`config.mk`:
```
export PLATFORM = sky130hd
export DESIGN_NAME = i2c_target_regfile
export DESIGN_NICKNAME = d
export VERILOG_FILES = /design/src/rtl/i2c_target_regfile.sv
export SDC_FILE = /design/constraint.sdc
export NUM_CORES = 1
export LEC_CHECK = 0
export ABC_AREA = 0
export CORE_MARGIN = 4
export CORE_UTILIZATION = 51
export DETAILED_ROUTE_END_ITERATION = 10
export GPL_ROUTABILITY_DRIVEN = 0
export PLACE_DENSITY_LB_ADDON = 0.12
export SYNTH_ARGS = -nofsm -noshare
export SYNTH_HDL_FRONTEND = slang
export SYNTH_SLANG_ARGS = --single-unit
```
`constraint.sdc`:
```
create_clock -name clock -period 13.7 [get_ports clock]
set_input_delay 4.11 -clock clock [delete_from_list [all_inputs] [get_ports clock]]
set_output_delay 4.11 -clock clock [all_outputs]
set_load 0.01 [all_outputs]
```
`src/rtl/i2c_target_regfile.sv`:
```
// rtl/i2c_target_regfile.sv - I2C target exposing R/W registers and read-only parallel input channels
// Optional SCL/SDA glitch filter enabled by defining I2C_TGT_GLITCH_FILTER_EN.
module i2c_target_regfile #(
    parameter int         REGCOUNT = 24,
    parameter int         PAR_CH   = 1,
    parameter logic [6:0] DEV_ADDR = 7'h42
) (
    input  logic                                clock,
    input  logic                                reset,
    input  logic                                scl_in,
    input  logic                                sda_in,
    output logic                                sda_oe,
    input  logic [8*(PAR_CH > 0 ? PAR_CH : 1)-1:0] parallel_in,
    output logic [8*REGCOUNT-1:0]               registers_packed,
    output logic                                wr_strobe,
    output logic [7:0]                          wr_index,
    output logic                                busy
);

    localparam logic [8:0] TOTAL = 9'(REGCOUNT + PAR_CH);
    localparam logic [8:0] RCNT  = 9'(REGCOUNT);

    typedef enum logic [3:0] {
        IDLE, ADDR, ADDR_ACK, PTR, PTR_ACK, WDATA, WDATA_ACK, RDATA, RDATA_ACK, IGNORE
    } state_t;

    state_t      state, state_nx;
    logic [1:0]  scl_sync, sda_sync;
    logic        scl, sda, scl_q, sda_q;
    logic        scl_rise, scl_fall, start, stop;
    logic [7:0]  shift, ptr, ptr_inc, rx_byte, rd_byte;
    logic [2:0]  cnt;
    logic        ack_ph, rw, ptr_ok, ptr_rw, addr_hit;
    logic        sda_oe_nx, busy_nx, commit;
    logic [7:0]  regs [REGCOUNT];

    always_ff @(posedge clock or posedge reset) begin
        if (reset) begin
            scl_sync <= 2'b11;
            sda_sync <= 2'b11;
        end else begin
            scl_sync <= {scl_sync[0], scl_in};
            sda_sync <= {sda_sync[0], sda_in};
        end
    end

`ifdef I2C_TGT_GLITCH_FILTER_EN
    // A line follows its synced value only once three consecutive samples agree.
    logic [1:0] scl_hist, sda_hist;
    logic       scl_hold, sda_hold;

    always_ff @(posedge clock or posedge reset) begin
        if (reset) begin
            scl_hist <= 2'b11;
            sda_hist <= 2'b11;
            scl_hold <= 1'b1;
            sda_hold <= 1'b1;
        end else begin
            scl_hist <= {scl_hist[0], scl_sync[1]};
            sda_hist <= {sda_hist[0], sda_sync[1]};
            scl_hold <= scl;
            sda_hold <= sda;
        end
    end

    assign scl = (scl_hist == {2{scl_sync[1]}}) ? scl_sync[1] : scl_hold;
    assign sda = (sda_hist == {2{sda_sync[1]}}) ? sda_sync[1] : sda_hold;
`else
    assign scl = scl_sync[1];
    assign sda = sda_sync[1];
`endif

    assign scl_rise = scl & ~scl_q;
    assign scl_fall = ~scl & scl_q;
    assign start    = scl & scl_q & sda_q & ~sda;
    assign stop     = scl & scl_q & ~sda_q & sda;

    assign rx_byte  = {shift[6:0], sda};
    assign addr_hit = (rx_byte[7:1] == DEV_ADDR);
    assign ptr_ok   = ({1'b0, rx_byte} < TOTAL);
    assign ptr_rw   = ({1'b0, ptr} < RCNT);
    assign ptr_inc  = ({1'b0, ptr} == TOTAL - 9'd1) ? 8'h00 : ptr + 8'h01;
    assign commit   = (state == WDATA) && scl_rise && (cnt == 3'd7) && ptr_rw;

    always_comb begin
        rd_byte = 8'h00;
        for (int i = 0; i < REGCOUNT; i++)
            if (ptr == 8'(i)) rd_byte = regs[i];
        for (int k = 0; k < PAR_CH; k++)
            if (ptr == 8'(REGCOUNT + k)) rd_byte = parallel_in[8*k +: 8];
    end

    always_ff @(posedge clock or posedge reset) begin
        if (reset) state <= IDLE;
        else       state <= state_nx;
    end

    always_comb begin
        state_nx = state;
        if (stop) begin
            state_nx = IDLE;
        end else if (start) begin
            state_nx = ADDR;
        end else begin
            case (state)
                ADDR:      if (scl_rise && cnt == 3'd7) state_nx = addr_hit ? ADDR_ACK : IGNORE;
                ADDR_ACK:  if (scl_fall && ack_ph) state_nx = rw ? RDATA : PTR;
                PTR:       if (scl_rise && cnt == 3'd7) state_nx = ptr_ok ? PTR_ACK : IGNORE;
                PTR_ACK:   if (scl_fall && ack_ph) state_nx = WDATA;
                WDATA:     if (scl_rise && cnt == 3'd7) state_nx = WDATA_ACK;
                WDATA_ACK: if (scl_fall && ack_ph) state_nx = WDATA;
                RDATA:     if (scl_rise && cnt == 3'd7) state_nx = RDATA_ACK;
                RDATA_ACK: begin
                    if (scl_rise && sda)             state_nx = IGNORE;
                    else if (scl_fall && ack_ph)     state_nx = RDATA;
                end
                default: ;
            endcase
        end
    end

    always_comb begin
        sda_oe_nx = sda_oe;
        busy_nx   = busy;
        if (stop) begin
            sda_oe_nx = 1'b0;
            busy_nx   = 1'b0;
        end else if (start) begin
            sda_oe_nx = 1'b0;
            busy_nx   = 1'b1;
        end else begin
            case (state)
                ADDR: if (scl_rise && cnt == 3'd7 && !addr_hit) busy_nx = 1'b0;
                ADDR_ACK, PTR_ACK, WDATA_ACK: begin
                    if (scl_fall) begin
                        if (!ack_ph)                      sda_oe_nx = 1'b1;
                        else if (state == ADDR_ACK && rw) sda_oe_nx = ~rd_byte[7];
                        else                              sda_oe_nx = 1'b0;
                    end
                end
                RDATA:     if (scl_fall) sda_oe_nx = ~shift[6];
                RDATA_ACK: if (scl_fall) sda_oe_nx = ack_ph ? ~rd_byte[7] : 1'b0;
                default:   sda_oe_nx = 1'b0;
            endcase
        end
    end

    always_ff @(posedge clock or posedge reset) begin
        if (reset) begin
            scl_q     <= 1'b1;
            sda_q     <= 1'b1;
            sda_oe    <= 1'b0;
            busy      <= 1'b0;
            wr_strobe <= 1'b0;
            wr_index  <= 8'h00;
            shift     <= 8'h00;
            ptr       <= 8'h00;
            cnt       <= 3'd0;
            ack_ph    <= 1'b0;
            rw        <= 1'b0;
        end else begin
            scl_q     <= scl;
            sda_q     <= sda;
            sda_oe    <= sda_oe_nx;
            busy      <= busy_nx;
            wr_strobe <= commit;
            if (commit) wr_index <= ptr;
            if (start) begin
                cnt    <= 3'd0;
                ack_ph <= 1'b0;
            end else if (!stop) begin
                case (state)
                    ADDR, PTR, WDATA: begin
                        if (scl_rise) begin
                            shift  <= rx_byte;
                            cnt    <= cnt + 3'd1;
                            ack_ph <= 1'b0;
                            if (cnt == 3'd7) begin
                                if (state == ADDR)              rw  <= sda;
                                else if (state == PTR && ptr_ok) ptr <= rx_byte;
                                else if (state == WDATA)        ptr <= ptr_inc;
                            end
                        end
                    end
                    ADDR_ACK, PTR_ACK, WDATA_ACK: begin
                        if (scl_fall) begin
                            ack_ph <= ~ack_ph;
                            if (ack_ph && state == ADDR_ACK && rw) shift <= rd_byte;
                        end
                    end
                    RDATA: begin
                        if (scl_rise) begin
                            cnt <= cnt + 3'd1;
                            if (cnt == 3'd7) ptr <= ptr_inc;
                        end
                        if (scl_fall) shift <= {shift[6:0], 1'b0};
                    end
                    RDATA_ACK: begin
                        if (scl_rise && !sda) ack_ph <= 1'b1;
                        if (scl_fall && ack_ph) begin
                            shift  <= rd_byte;
                            ack_ph <= 1'b0;
                        end
                    end
                    default: ;
                endcase
            end
        end
    end

    always_ff @(posedge clock or posedge reset) begin
        if (reset) begin
            for (int i = 0; i < REGCOUNT; i++) regs[i] <= 8'h00;
        end else if (commit) begin
            for (int i = 0; i < REGCOUNT; i++)
                if (ptr == 8'(i)) regs[i] <= rx_byte;
        end
    end

    for (genvar g = 0; g < REGCOUNT; g++) begin : g_pack
        assign registers_packed[8*g +: 8] = regs[g];
    end

endmodule

```
==> flow_results.xml <==
<?xml version="1.0" encoding="UTF-8"?>
<metrics>
  <group name="sta">
    <metric name="final_min_period_over_clock_period" unit="">0.4160</metric>
    <metric name="setup_violations" unit="">0</metric>
    <metric name="finalCriticalPeriod" unit="ps">5700</metric>
    <metric name="fin_worst_skew" unit="ps">9.322</metric>
    <metric name="slew_headroom" unit="">0.3010</metric>
    <metric name="timing_hold_violations_final" unit="">0</metric>
    <metric name="rsz0062_at_grt" unit="">false</metric>
    <metric name="fin_tns_setup" unit="ps">0</metric>
    <metric name="fmaxAchievable" unit="MHz">175.5</metric>
    <metric name="tightestPinTransition" unit="ps">1049</metric>
    <metric name="slew_viol_final" unit="">0</metric>
  </group>
  <group name="status">
    <metric name="outcome" unit="">finished clean</metric>
  </group>
  <group name="setup_path">
    <metric name="timing.critical_path.cells" unit="">clkdlybuf4s50_1</metric>
    <metric name="critical_path_arrival" unit="ps">1590</metric>
    <metric name="crit_path_max_incr_delay" unit="ps">590</metric>
    <metric name="critPathCaptureType" unit="">output port</metric>
    <metric name="crit_required" unit="ps">9590</metric>
    <metric name="kind_of_cell_adding_the_most_delay_to_the_critical_path" unit="">buffers and inverters</metric>
    <metric name="worstPathMaxFanout" unit="">4</metric>
    <metric name="worst-setup-path-type" unit="">reg2out</metric>
    <metric name="start_kind" unit="">flip-flop</metric>
    <metric name="crit_slowest_cell" unit="">sky130_fd_sc_hd__clkdlybuf4s50_1</metric>
    <metric name="cp.buffers_inverters" unit="">1</metric>
  </group>
  <group name="yosys">
    <metric name="postSynth.asyncResetShare" unit="">1.000</metric>
    <metric name="synth.distinct_cells" unit="">81</metric>
    <metric name="syn_area" unit="um2">12110</metric>
    <metric name="postSynthAreaPerCell" unit="um2">10.35</metric>
    <metric name="synth.net_count" unit="">1188</metric>
    <metric name="ys_seq_area_frac" unit="">0.4821</metric>
    <metric name="synth.area.top_cells" unit="">sky130_fd_sc_hd__dfrtp_1 47%, sky130_fd_sc_hd__mux2_2 16%, sky130_fd_sc_hd__o21ai_0 3.8%</metric>
    <metric name="yosys_warnings" unit="">0</metric>
    <metric name="count_of_flip_flops_with_a_built_in_enable_after_synthesis" unit="">0</metric>
    <metric name="yosysTopAreaCellShare" unit="">0.4691</metric>
    <metric name="yosysMostFrequentCell" unit="">sky130_fd_sc_hd__dfrtp_1</metric>
    <metric name="synth_largest_area_cell" unit="">sky130_fd_sc_hd__dfrtp_1</metric>
    <metric name="most_common_flop_cell_mapped_by_yosys" unit="">sky130_fd_sc_hd__dfrtp_1</metric>
    <metric name="synthCells" unit="">1170</metric>
    <metric name="synth.top_cells.by_count" unit="">227 x sky130_fd_sc_hd__dfrtp_1, 169 x sky130_fd_sc_hd__mux2_2, 108 x sky130_fd_sc_hd__nand2_1, 93 x sky130_fd_sc_hd__o21ai_0, 70 x sky130_fd_sc_hd__nor2_1</metric>
    <metric name="postSynthRegisterBits" unit="">233</metric>
  </group>
  <group name="finish">
    <metric name="n_antenna_cell" unit="">0</metric>
    <metric name="area_growth_syn_to_layout" unit="%">25.86</metric>
    <metric name="fin_nets" unit="">1357</metric>
    <metric name="core_utilization_of_the_finished_layout" unit="">0.6513</metric>
    <metric name="number_of_filler_cells_placed_in_the_layout" unit="">1927</metric>
    <metric name="final_layout_size_suffix_gt1_frac" unit="">0.2071</metric>
  </group>
  <group name="clock_network">
    <metric name="cts_resized" unit="">0</metric>
    <metric name="clock_root_buffer_master" unit="">sky130_fd_sc_hd__clkbuf_16</metric>
    <metric name="clock_insertion_delay_worst_skew" unit="ps">530</metric>
    <metric name="cts_tree" unit="">done</metric>
    <metric name="clock-sinks" unit="">233</metric>
    <metric name="worst_setup_hold_path_clk_slew" unit="ps">60</metric>
    <metric name="cts.repair_timing.setup_buffer_count" unit="">0</metric>
    <metric name="buffers_from_clock_root_to_sink_at_most" unit="">3</metric>
    <metric name="hold_buffers" unit="">0</metric>
    <metric name="cts_buffers" unit="">25</metric>
    <metric name="cts-htree-levels" unit="">1</metric>
  </group>
  <group name="placed_design">
    <metric name="io_buffers" unit="">214</metric>
    <metric name="hpwl_after_dpl" unit="um">29350</metric>
  </group>
  <group name="global_route">
    <metric name="global_route.overflow_total" unit="">0</metric>
    <metric name="grt.total_usage" unit="">0.3159</metric>
    <metric name="grt_antenna_before_repair" unit="">0</metric>
    <metric name="grt_pass1_wl" unit="um">64370</metric>
    <metric name="vias_in_the_first_global_route" unit="">10741</metric>
    <metric name="grt_start_max_net_pins" unit="">83</metric>
  </group>
  <group name="die">
    <metric name="io_pins" unit="">215</metric>
    <metric name="floorplan.initialDensity" unit="">0.5174</metric>
    <metric name="placementRows" unit="">56</metric>
    <metric name="width_of_the_chip" unit="um">162.1</metric>
    <metric name="die-height" unit="um">162.1</metric>
    <metric name="dieArea" unit="um2">26270</metric>
    <metric name="core_area" unit="um2">23400</metric>
  </group>
  <group name="route">
    <metric name="detail-route-antenna-nets" unit="">0</metric>
    <metric name="vias" unit="">10762</metric>
    <metric name="overall_routed_net_length" unit="um">42420</metric>
    <metric name="remaining_routing_drc_violations" unit="">0</metric>
    <metric name="detail_route.vias_per_cell" unit="">6.421</metric>
    <metric name="pre_repair_dr_iteration_count" unit="">7</metric>
    <metric name="detail_route.wl_per_cell" unit="um">25.31</metric>
    <metric name="drt_iter0_drc" unit="">1386</metric>
  </group>
  <group name="min_path">
    <metric name="hold_class" unit="">reg2reg</metric>
  </group>
  <group name="job">
    <metric name="maximum_capacitance_violations" unit="">0</metric>
  </group>
  <group name="power">
    <metric name="leakage" unit="uW">0.006633</metric>
    <metric name="max-vdd-ir-drop" unit="uV">63.31</metric>
    <metric name="cellPowerDensity" unit="nW/um2">119.5</metric>
  </group>
</metrics>
-- metrics by stage --
step / cell area (um2) / hold WS [ps] / setup WS, ps / power, uW / instances
finish: 15240 / 356.1 / 8000 / 1821 / 1676
global route: 15240 / 357.2 / 7934 / 1884 / 1676
CTS: 15240 / 356.5 / 8018 / 1815 / 1676
detailed placement: 14420 / 348.2 / 7604 / 1131 / 1631
global placement: 14420 / 346.6 / 7613 / 1126 / 1631
floorplan: 12110 / 345.2 / 3210 / 1005 / 1170
-- where the power goes --
part | total, uW | leakage, uW | switching (uW) | internal (uW)
sequential | 756 | 0.00321 | 45.5 | 710
clock | 689 | 0.000407 | 280 | 409
combinational | 377 | 0.00301 | 259 | 118
-- area by class of cell --
class,count,area (um2),share of cell area
clock inverter,11,136.4,0.008948
clock buffer,34,689.4,0.04523
timing repair buffer,233,2285,0.1499
tap,319,399.1,0.02619
inverter,15,63.81,0.004187
multi-input combinational,831,5829,0.3825
sequential,233,5838,0.3831
-- layer usage --
metal	global-route usage	wire length, um	vias up
met4	0.1430	2353	0
met5	0	0	-
met3	0.07003	4005	180
li1	-	-	4639
met2	0.4943	19460	696
met1	0.4245	16600	5247
-- cells by family after synthesis --
| kind of cell | Yosys count | share of synthesized area |
|---|---|---|
| and+or+nand+nor | 353 | 0.1521 |
| xor gates and xnor gates | 2 | 0.001447 |
| muxes | 172 | 0.1596 |
| DFF | 233 | 0.4821 |
| buffers and inverters | 106 | 0.03740 |
| adders and majority gates | 6 | 0.006199 |
| AOI/OAI and AO/OA | 298 | 0.1611 |
-- state kept, by name (all words and copies together), names as in the netlist --
name / flops
sda_q: 1
scl_sync: 2
sda_sync: 2
scl_q: 1
wr_index: 8
busy: 1
rw: 1
registers_packed: 192
state: 4
shift: 7
wr_strobe: 1
sda_oe: 1
cnt: 3
ptr: 8
ack_ph: 1
-- worst paths after layout --
check,from,to,slack [ps],cells after the start
setup / recovery,registers_packed[116],registers_packed[116],8000,1
hold / removal,scl_sync[0],scl_sync[1],360,0
setup reg to reg,ptr[0],shift[4],9850,10
hold reg to reg,scl_sync[0],scl_sync[1],360,0
max in group asynchronous,reset,registers_packed[188],8220,3
min in group asynchronous,reset,registers_packed[9],4040,2
-- layout by cell type, fill, tap and decap left out, types with 9 or more instances in the layout --
| cell | count |
|---|---|
| sky130_fd_sc_hd__a21oi_1 | 55 |
| sky130_fd_sc_hd__a221o_1 | 9 |
| sky130_fd_sc_hd__a221oi_1 | 11 |
| sky130_fd_sc_hd__a31oi_1 | 12 |
| sky130_fd_sc_hd__and3_1 | 12 |
| sky130_fd_sc_hd__buf_4 | 19 |
| sky130_fd_sc_hd__clkbuf_16 | 25 |
| sky130_fd_sc_hd__clkdlybuf4s50_1 | 214 |
| sky130_fd_sc_hd__dfrtp_1 | 227 |
| sky130_fd_sc_hd__inv_1 | 12 |
| sky130_fd_sc_hd__mux2_2 | 169 |
| sky130_fd_sc_hd__nand2_1 | 108 |
| sky130_fd_sc_hd__nand2_2 | 9 |
| sky130_fd_sc_hd__nand2b_1 | 9 |
| sky130_fd_sc_hd__nand3_1 | 33 |
| sky130_fd_sc_hd__nand4_1 | 12 |
| sky130_fd_sc_hd__nor2_1 | 70 |
| sky130_fd_sc_hd__nor2_2 | 10 |
| sky130_fd_sc_hd__nor2b_1 | 12 |
| sky130_fd_sc_hd__nor3_1 | 18 |
| sky130_fd_sc_hd__o21ai_0 | 93 |
| sky130_fd_sc_hd__o221ai_1 | 11 |
| sky130_fd_sc_hd__o22ai_1 | 19 |
No activity file was read; power rests on OpenSTA's default activity.
